===== src/rtl/msk_elastic_fifo.sv =====
// msk_elastic_fifo: masked, share-preserving FIFO with valid/ready on both sides.
// Each entry holds an opaque bundle of count*d shares. Shares are stored and
// forwarded bit-for-bit and are never combined. All control (pointers, level,
// enables) is public and never depends on masked data.
module msk_elastic_fifo #(
  parameter int d     = 2,
  parameter int count = 1,
  parameter int DEPTH = 4
) (
  input  logic                       clk,
  input  logic                       rst,
  input  logic                       in_valid,
  output logic                       in_ready,
  input  logic [count*d-1:0]         in_data,
  output logic                       out_valid,
  input  logic                       out_ready,
  output logic [count*d-1:0]         out_data,
  output logic [$clog2(DEPTH+1)-1:0] level
);

  localparam int W  = count * d;
  localparam int PW = $clog2(DEPTH);
  localparam int LW = $clog2(DEPTH + 1);

  localparam logic [PW-1:0] LAST_PTR   = PW'(DEPTH - 1);
  localparam logic [LW-1:0] FULL_LEVEL = LW'(DEPTH);

  logic [W-1:0]  r_mem [DEPTH];
  logic [PW-1:0] r_wrPtr;
  logic [PW-1:0] r_rdPtr;
  logic [LW-1:0] r_level;

  logic             w_full;
  logic             w_push;
  logic             w_pop;
  logic [DEPTH-1:0] w_we;
  logic [PW-1:0]    w_wrPtrNext;
  logic [PW-1:0]    w_rdPtrNext;

  // Handshake flags depend only on registered occupancy and reset, never on
  // in_valid/out_ready, so no combinational path crosses the FIFO.
  always_comb begin
    w_full    = (r_level == FULL_LEVEL);
    in_ready  = !w_full && !rst;
    out_valid = (r_level != '0);
    w_push    = in_valid && in_ready;
    w_pop     = out_valid && out_ready;
  end

  // Pointer increments wrap explicitly at DEPTH-1 so non-power-of-two depths work.
  always_comb begin
    w_wrPtrNext = (r_wrPtr == LAST_PTR) ? '0 : r_wrPtr + 1'b1;
    w_rdPtrNext = (r_rdPtr == LAST_PTR) ? '0 : r_rdPtr + 1'b1;
  end

  // Per-entry write enables decoded from the public write pointer.
  always_comb begin
    w_we = '0;
    for (int k = 0; k < DEPTH; k++) begin
      w_we[k] = w_push && (r_wrPtr == PW'(k));
    end
  end

  // Storage entries use mux-feedback enables (hold when not selected); no
  // clock gating and no reset, since contents are don't-care while invalid.
  for (genvar k = 0; k < DEPTH; k++) begin : g_entry
    always_ff @(posedge clk) begin
      if (w_we[k]) begin
        r_mem[k] <= in_data;
      end else begin
        r_mem[k] <= r_mem[k];
      end
    end
  end

  // Pointers and occupancy; reset discards all stored words at once.
  always_ff @(posedge clk) begin
    if (rst) begin
      r_wrPtr <= '0;
      r_rdPtr <= '0;
      r_level <= '0;
    end else begin
      if (w_push) begin
        r_wrPtr <= w_wrPtrNext;
      end
      if (w_pop) begin
        r_rdPtr <= w_rdPtrNext;
      end
      case ({w_push, w_pop})
        2'b10:   r_level <= r_level + 1'b1;
        2'b01:   r_level <= r_level - 1'b1;
        default: r_level <= r_level;
      endcase
    end
  end

  // Read path is a plain register mux whose select only moves on clock edges.
  assign out_data = r_mem[r_rdPtr];
  assign level    = r_level;

  // Occupancy must stay within 0..DEPTH.
  always_ff @(posedge clk) begin
    if (!rst) begin
      assert (r_level <= FULL_LEVEL);
      assert (!(w_pop && !w_push && (r_level == '0)));
      assert (!(w_push && !w_pop && (r_level == FULL_LEVEL)));
    end
  end

endmodule


===== config.mk =====
export PLATFORM = sky130hd
export DESIGN_NAME = msk_elastic_fifo
export DESIGN_NICKNAME = d
export VERILOG_FILES = /design/src/rtl/msk_elastic_fifo.sv
export SDC_FILE = /design/constraint.sdc
export NUM_CORES = 1
export LEC_CHECK = 0
export BUFFER_PORTS_ARGS = -buffer_cell sky130_fd_sc_hd__buf_4
export CAP_MARGIN = 0
export CORE_UTILIZATION = 52
export CTS_CLUSTER_SIZE = 14
export DETAILED_ROUTE_END_ITERATION = 6
export PLACE_DENSITY = 0.83
export REMOVE_ABC_BUFFERS = 1
export SLEW_MARGIN = 25
export SYNTH_ARGS = -nofsm -noshare
export SYNTH_HDL_FRONTEND = slang
export SYNTH_SLANG_ARGS = --single-unit

===== constraint.sdc =====
create_clock -name clk -period 2.4 [get_ports clk]
set_input_delay 0.24 -clock clk [delete_from_list [all_inputs] [get_ports clk]]
set_output_delay 0.24 -clock clk [all_outputs]
set_load 0.02 [all_outputs]

==> metrics, run 1 <==
Worst Hold End r_mem[0][1]; Worst EP required 2.62 ns; worst-margin pin slew 0.378 ns; CTS Root Buffer Type clkbuf_4; grt ovf 0; Cell Area, Placed approximately 900 µm²; Core Area 0.00137 mm²; Reg2Reg Launch Point level[1]; status complete, no violations; Crit-path slowest cell dfxtp_1; worst skew pair latency 0.27 ns; number of core rows 13; combinational share of power 0.393; Worst Skew 0.00715 ns; initial antenna violation count 0; peak supply drop 0.714 mV; Net Switching 322 µW; HP Class in -> reg; DRC 0; most frequent cells in the layout buf_4, dfxtp_1, edfxtp_1, inv_1, nor2_1; initial core utilization 0.582; most common cell after layout, fill and taps aside buf_4; drt pass-1 iters 3; clk sink count 17; chip width 41.1 µm; critical path fanouts, max 7; Routed Antenna Nets 0; critical path, cell by cell nor2_2, a21oi_4, inv_1, ha_1, inv_1, fa_1, xor2_1, or3_1, a21oi_1; area grow syn2layout 16.4%; RSZ-0062 raised after global routing no; Clock power frac 0.156; drt wl/cell 12.0 µm; Synth Register Bits 17; Die Height roughly 40 µm; minimum clock period 2.03 ns; max cap viols 0; Fmax 492 MHz; leakage approximately 0.38 nW; CP max stage delay between 0.3 and 0.4 ns; largest net degree at the start of global routing 10; DIE AREA 0.00169 mm²; crit start category flop; Slew headroom 0.746; switch share 0.353; Pint 591 µW; Vias 466; DRT iter0 DRCs 7; FF-to-FF End level[2]; Post-layout nets between 90 and 100; Clock Path Buffers 2; Post-CTS Resized 0; Netlist cell types 22; share of layout cells above drive strength 1 0.321; Global Route Usage Sum 0.168; Final Slew Violations 0; Seq pwr share 0.451; Hold Crit Depth 1; synthesized area per cell 12.6 µm²; # Post-CTS Setup Buffers 0; setup tns final 0 ns; Clock transition at path regs 0.09 ns; # IOs 13; Post-Syn Area 795 µm²; Final Hold Vio Count 0; CTS Buf Count 3; critical path class reg -> reg; Syn Inst Count 63; Ys Warns 0; vias in the first global route 422; Final Instance Area approximately 920 µm²; Worst setup EP type flop; port bufs 12; Tcrit/Tclk final 0.846; R2R depth 9; GPL Wtd Cong 0.738; H-tree Lvls 1; Power per Cell Area 987 mW/mm²; CTS tree built; drt via density 5.01; dpl hpwl 907 µm; post-synthesis sequential area ratio 0.529; first-pass GRT wire length 1770 µm; reg2reg setup slack 0.37 ns; hold path start in_data[1]; Buf/Inv on CP 2; critical path's most frequent cell inv_1; hold_buf cts 0; Final Setup Violations 0; Diodes inserted 0; drt total wl around 1100 µm; CP arrival 2.25 ns; CP top delay family adder cells
==> worst max path at each step <==
stage / start / endpoint / cells after the start
global route: level[1] / level[2] / 9
floorplan: level[1] / level[2] / 9
CTS: level[1] / level[2] / 9
detailed placement: level[1] / level[2] / 9
global placement: level[1] / level[2] / 9
finish: level[1] / level[2] / 9
==> cell usage after synthesis, drive strengths merged <==
| library cell | n | area (µm²) |
|---|---|---|
| ha | 6 | 75.1 |
| dfxtp | 9 | 180 |
| o21ai | 1 | 5.00 |
| nand2b | 1 | 13.8 |
| buf | 1 | 5.00 |
| and2 | 4 | 25.0 |
| o31ai | 1 | 12.5 |
| xor2 | 2 | 17.5 |
| edfxtp | 8 | 240 |
| a21oi | 5 | 40.0 |
| nand2 | 1 | 3.75 |
| mux2 | 2 | 22.5 |
| mux4 | 2 | 45.0 |
| fa | 1 | 20.0 |
| or3 | 3 | 20.0 |
| mux2i | 1 | 10.0 |
| nor2 | 8 | 32.5 |
| inv | 7 | 26.3 |
==> power groups by stage <==
| stage | clock network (mW) | registers [mW] | logic [mW] |
|---|---|---|---|
| after detailed placement | 0 | 0.420 | 0.361 |
| after global placement | 0 | 0.415 | 0.352 |
| after CTS | 0.151 | 0.413 | 0.363 |
| after floorplan | 0 | 0.429 | 0.234 |
| final | 0.142 | 0.411 | 0.359 |
| after global routing | 0.159 | 0.423 | 0.402 |
==> cells by family after synthesis <==
family                     Yosys count  synth area share
buffers and inverters                8            0.0394
adders and majority gates            7             0.120
DFF                                 17             0.529
muxes                                5            0.0976
AOI/OAI and AO/OA                    7            0.0724
xor gates and xnor gates             2            0.0221
and+or+nand+nor                     17             0.120
==> metal layers <==
layer  vias to the layer above  global-route usage  wire (µm)
li1                        246                   -          -
met1                       214               0.201        517
met2                         4               0.289        561
met3                         2              0.0326         25
met4                         0              0.0726          8
met5                         -                   0          0
==> metrics by stage <==
stage / worst slack [ns] / power, mW / util / std cells / hold slack [ns]
after detailed placement: 0.408 / 0.781 / 0.658 / 89 / 0.452
after floorplan: 0.423 / 0.663 / - / 62 / 0.307
final: 0.369 / 0.913 / 0.677 / 93 / 0.168
after global placement: 0.460 / 0.767 / 0.658 / 89 / 0.447
after CTS: 0.370 / 0.927 / 0.677 / 93 / 0.159
after global routing: 0.258 / 0.984 / 0.677 / 93 / 0.159
==> cell type report <==
class / count / area [µm²]
fillers: 102 / 442
flip-flops and latches: 17 / 420
multi-input cells: 38 / 343
repair buffers: 12 / 90.1
clock buffers: 4 / 26.3
inverters: 7 / 26.3
well taps: 15 / 18.8
(Power assumes the default switching activity.)
==> run 2: changes to the inputs <==
- clock period: 2.4 -> 2.05 ns (I/O delays scaled with it)
==> metrics, run 2 (synthesis results as in run 1) <==
area grow syn2layout 19.8% (was 16.4%); crit start category flop (unchanged); DRC 0 (unchanged); slack of the critical path 0.132 ns (was 0.369 ns); Post-layout nets 94 (was 92); Vias 480 (was 466); Reg area 424 µm² (was 420 µm²); initial core utilization 0.582 (unchanged); drt wl/cell 12.7 µm (was 12.0 µm); peak supply drop 0.842 mV (was 0.714 mV); Buf/Inv on CP 2 (unchanged); Final Hold Vio Count 0 (unchanged); dpl hpwl 962 µm (was 907 µm); CTS tree built (unchanged); Power per Cell Area 1180 mW/mm² (was 987 mW/mm²); port bufs 12 (unchanged); Fmax 521 MHz (was 492 MHz); critical path fanouts, max 7 (unchanged); Worst setup EP type flop (unchanged); Crit-path slowest cell fa_1 (was dfxtp_1); clk sink count 17 (unchanged); CTS Root Buffer Type clkbuf_4 (unchanged); HP Class in -> reg (unchanged); # IOs 13 (unchanged); worst-margin pin slew 0.373 ns (was 0.378 ns); drt total wl 1210 µm (was 1110 µm); Clock Path Buffers 2 (unchanged); Diodes inserted 0 (unchanged); drt pass-1 iters 2 (was 3); H-tree Lvls 1 (unchanged); CP top delay family adder cells (unchanged); Global Route Usage Sum 0.195 (was 0.168); setup tns final 0 ns (unchanged); vias in the first global route 467 (was 422); Final Slew Violations 0 (unchanged); share of layout cells above drive strength 1 0.400 (was 0.321); Slew headroom 0.750 (was 0.746); minimum clock period 1.92 ns (was 2.03 ns); Routed Antenna Nets 0 (unchanged); first-pass GRT wire length 1860 µm (was 1770 µm); Final Instance Area 952 µm² (was 925 µm²); Final Setup Violations 0 (unchanged); leakage 0.399 nW (was 0.384 nW); GPL Wtd Cong 0.649 (was 0.738); critical path's most frequent cell inv_1 (unchanged); grt ovf 0 (unchanged); DIE AREA 0.00169 mm² (unchanged); hold slack 0.109 ns (was 0.168 ns); Cell Area, Placed 913 µm² (was 898 µm²); Worst EP required 2.28 ns (was 2.62 ns); number of core rows 13 (unchanged); critical path, cell by cell nor2_4, a21oi_4, inv_1, ha_2, inv_1, fa_1, xor2_1, or3_1, a21oi_1 (was nor2_2, a21oi_4, inv_1, ha_1, inv_1, fa_1, xor2_1, or3_1, a21oi_1); status complete, no violations (unchanged); RSZ-0062 raised after global routing no (unchanged); Worst Skew 0.00105 ns (was 0.00715 ns); most frequent cells in the layout buf_4, edfxtp_1, inv_1, nor2_1, dfxtp_1 (was buf_4, dfxtp_1, edfxtp_1, inv_1, nor2_1); critical path class reg -> reg (unchanged); Core Area 0.00137 mm² (unchanged); most common cell after layout, fill and taps aside buf_4 (unchanged); fill cell count 102 (unchanged); Power, Total 1.12 mW (was 913 µW); worst skew pair latency 0.30 ns (was 0.27 ns); Setup WS pre-CTS 0.0692 ns (was 0.408 ns); CP arrival 2.15 ns (was 2.25 ns); initial antenna violation count 0 (unchanged); drt via density 5.05 (was 5.01); CTS Buf Count 3 (unchanged); Tcrit/Tclk final 0.936 (was 0.846); DRT iter0 DRCs 5 (was 7); chip width 41.1 µm (unchanged); Multi-input gate area 350 µm² (was 343 µm²); Die Height 41.1 µm (unchanged); hold_buf cts 0 (unchanged); largest net degree at the start of global routing 11 (was 10); max cap viols 0 (unchanged); Clock transition at path regs 0.09 ns (about the same); CP max stage delay 0.37 ns (was 0.38 ns)
## run 2: worst paths after layout
kind	startpoint	to	slack, ns	depth (start not counted)
min	in_data[1]	r_mem[0][1]	0.11	1
min reg2reg	r_rdPtr[0]	r_rdPtr[0]	0.50	2
max reg2reg	level[1]	level[2]	0.13	9
max	level[1]	level[2]	0.13	9
## run 2: stage by stage
stage / std cells / util
4_1_cts: 95 / 0.689
5_1_grt: 95 / 0.697
2_1_floorplan: 62 / -
3_3_place_gp: 91 / 0.668
3_5_place_dp: 91 / 0.668
6_report: 95 / 0.697
## run 2: layout make-up
class / count / share of cell area
sequential: 17 / 0.445
timing repair buffer: 14 / 0.110
clock inverter: 1 / 0.00526
inverter: 7 / 0.0276
multi-input combinational: 38 / 0.368
tap: 15 / 0.0197
clock buffer: 3 / 0.0237
## run 2: timing repair
action / in CTS / in global routing
endpoints found under the setup margin: 0 / 1
resized for setup: 0 / 5
setup buffers: 0 / 0
## run 2: per-layer routing
metal  vias up  wire length (µm)  global-route usage
met2         7               608               0.320
li1        251                 -                   -
met3         4                53              0.0978
met5         -                 0                   0
met4         0                33               0.145
met1       218               515               0.182
## run 2: where the power goes
group | internal, mW | switching [mW] | total, mW
combinational | 0.228 | 0.234 | 0.462
sequential | 0.421 | 0.0603 | 0.481
clock | 0.0729 | 0.107 | 0.180
## run 2: worst register-to-register path, delay by kind of cell (launching register included)
| family | cells | cell delay, ns |
|---|---|---|
| adder cells (fa/ha/maj) | 2 | 0.56 |
| AO/OA/AOI/OAI | 2 | 0.23 |
| AND/OR/NAND/NOR | 2 | 0.43 |
| buffers and inverters | 2 | 0.13 |
| flip-flops | 1 | 0.35 |
| XOR/XNOR | 1 | 0.15 |
==> run 3: changes to the inputs <==
- CORE_MARGIN: default -> 5
==> metrics, run 3 (synthesis results as in run 1) <==
setup tns final 0 ns (unchanged); initial antenna violation count 0 (unchanged); # IOs 13 (unchanged); CP arrival 2.17 ns (was 2.15 ns); critical path class reg -> reg (unchanged); DRT iter0 DRCs 3 (was 5); critical path fanouts, max 7 (unchanged); Post-layout nets 94 (unchanged); chip width 49.1 µm (was 41.1 µm); drt total wl 1130 µm (was 1210 µm); Final Instance Area 946 µm² (was 952 µm²); Crit-path slowest cell fa_1 (unchanged); number of core rows 14 (was 13); Cell Area, Placed 907 µm² (was 913 µm²); DIE AREA 0.00241 mm² (was 0.00169 mm²); critical path's most frequent cell inv_1 (unchanged); Final Setup Violations 0 (unchanged); HP Class in -> reg (unchanged); Diodes inserted 0 (unchanged); most frequent cells in the layout buf_4, edfxtp_1, inv_1, nor2_1 (was buf_4, edfxtp_1, inv_1, nor2_1, dfxtp_1); H-tree Lvls 1 (unchanged); port bufs 12 (unchanged); hold slack 0.112 ns (was 0.109 ns); Slew headroom 0.774 (was 0.750); critical path, cell by cell nor2_2, a21oi_4, inv_1, ha_1, inv_1, fa_1, xor2_1, or3_1, a21oi_1 (was nor2_4, a21oi_4, inv_1, ha_2, inv_1, fa_1, xor2_1, or3_1, a21oi_1); Buf/Inv on CP 2 (unchanged); GPL Wtd Cong 0.732 (was 0.649); Clock transition at path regs 0.09 ns (about the same); Pint 717 µW (was 722 µW); Non-Filler Instances 96 (was 95); vias in the first global route 454 (was 467); drt pass-1 iters 2 (unchanged); worst-margin pin slew 0.336 ns (was 0.373 ns); Fmax 514 MHz (was 521 MHz); CP top delay family adder cells (unchanged); Clock Path Buffers 2 (unchanged); DRC 0 (unchanged); Worst Skew 0.00268 ns (was 0.00105 ns); switch share 0.353 (was 0.357); Core Area 0.00147 mm² (was 0.00137 mm²); max cap viols 0 (unchanged); Worst setup EP type flop (unchanged); status complete, no violations (unchanged); Seq pwr share 0.434 (was 0.429); area grow syn2layout 19.1% (was 19.8%); Clock power frac 0.157 (was 0.160); Power per Cell Area 1170 mW/mm² (was 1180 mW/mm²); CTS Root Buffer Type clkbuf_4 (unchanged); slack of the critical path 0.106 ns (was 0.132 ns); Final Util 0.643 (was 0.697); leakage 0.398 nW (was 0.399 nW); Final Slew Violations 0 (unchanged); drt via density 5.07 (was 5.05); CTS tree built (unchanged); combinational share of power 0.409 (was 0.411); CP max stage delay 0.37 ns (about the same); Power, Total 1.11 mW (was 1.12 mW); fill cell count 114 (was 102); Routed Antenna Nets 0 (unchanged); Tcrit/Tclk final 0.949 (was 0.936); hold_buf cts 0 (unchanged); crit start category flop (unchanged); Die Height 49.1 µm (was 41.1 µm); clk sink count 17 (unchanged); peak supply drop 0.772 mV (was 0.842 mV); drt wl/cell 11.8 µm (was 12.7 µm); Inst Count DP 91 (unchanged); minimum clock period 1.94 ns (was 1.92 ns); first-pass GRT wire length 2040 µm (was 1860 µm); Setup WS pre-CTS 0.0609 ns (was 0.0692 ns); Final Hold Vio Count 0 (unchanged); largest net degree at the start of global routing 11 (unchanged); Net Switching 392 µW (was 401 µW); Global Route Usage Sum 0.112 (was 0.195); RSZ-0062 raised after global routing no (unchanged); worst skew pair latency 0.29 ns (was 0.30 ns); Vias 487 (was 480); Worst EP required 2.27 ns (was 2.28 ns); grt ovf 0 (unchanged); CTS Buf Count 3 (unchanged); most common cell after layout, fill and taps aside buf_4 (unchanged); share of layout cells above drive strength 1 0.388 (was 0.400); dpl hpwl 891 µm (was 962 µm); initial core utilization 0.540 (was 0.582)
run 3: what timing repair did:
action / CTS / global route
buffers inserted: 0 / 1
setup endpoints to repair: 0 / 1
resized for setup: 0 / 3
run 3: per-layer routing:
metal,up-vias,wire length [µm],GRT usage
li1,250,-,-
met1,228,483,0.127
met2,5,562,0.163
met3,4,50,0.0581
met4,0,31,0.0673
met5,-,0,0
run 3: cell type report:
type / count / area, µm² / area share
clock buffers: 3 / 22.5 / 0.0238
clock inverters: 1 / 5.00 / 0.00529
inverters: 7 / 26.3 / 0.0278
multi-input cells: 38 / 343 / 0.362
flip-flops and latches: 17 / 424 / 0.448
well taps: 16 / 20.0 / 0.0212
repair buffers: 14 / 105 / 0.111
run 3: power groups by stage:
stage / Clock [mW] / Combinational [mW] / Sequential, mW
after floorplan: 0 / 0.274 / 0.502
after global placement: 0 / 0.430 / 0.483
after detailed placement: 0 / 0.442 / 0.487
after CTS: 0.185 / 0.443 / 0.478
after global routing: 0.204 / 0.494 / 0.496
final: 0.174 / 0.454 / 0.482
run 3: final timing paths:
check	startpoint	to	slack, ns	cells past startpoint
setup reg to reg	level[0]	level[2]	0.11	9
hold reg to reg	r_rdPtr[0]	r_rdPtr[0]	0.50	2
setup / recovery	level[0]	level[2]	0.11	9
hold / removal	in_data[0]	r_mem[1][0]	0.11	1
run 3: worst register-to-register path, cell delays in order, from the launching register on:
cell	delay, ns
dfxtp_2	0.35
nor2_2	0.17
a21oi_4	0.10
inv_1	0.07
ha_1	0.17
inv_1	0.06
fa_1	0.37
xor2_1	0.15
or3_1	0.30
a21oi_1	0.14
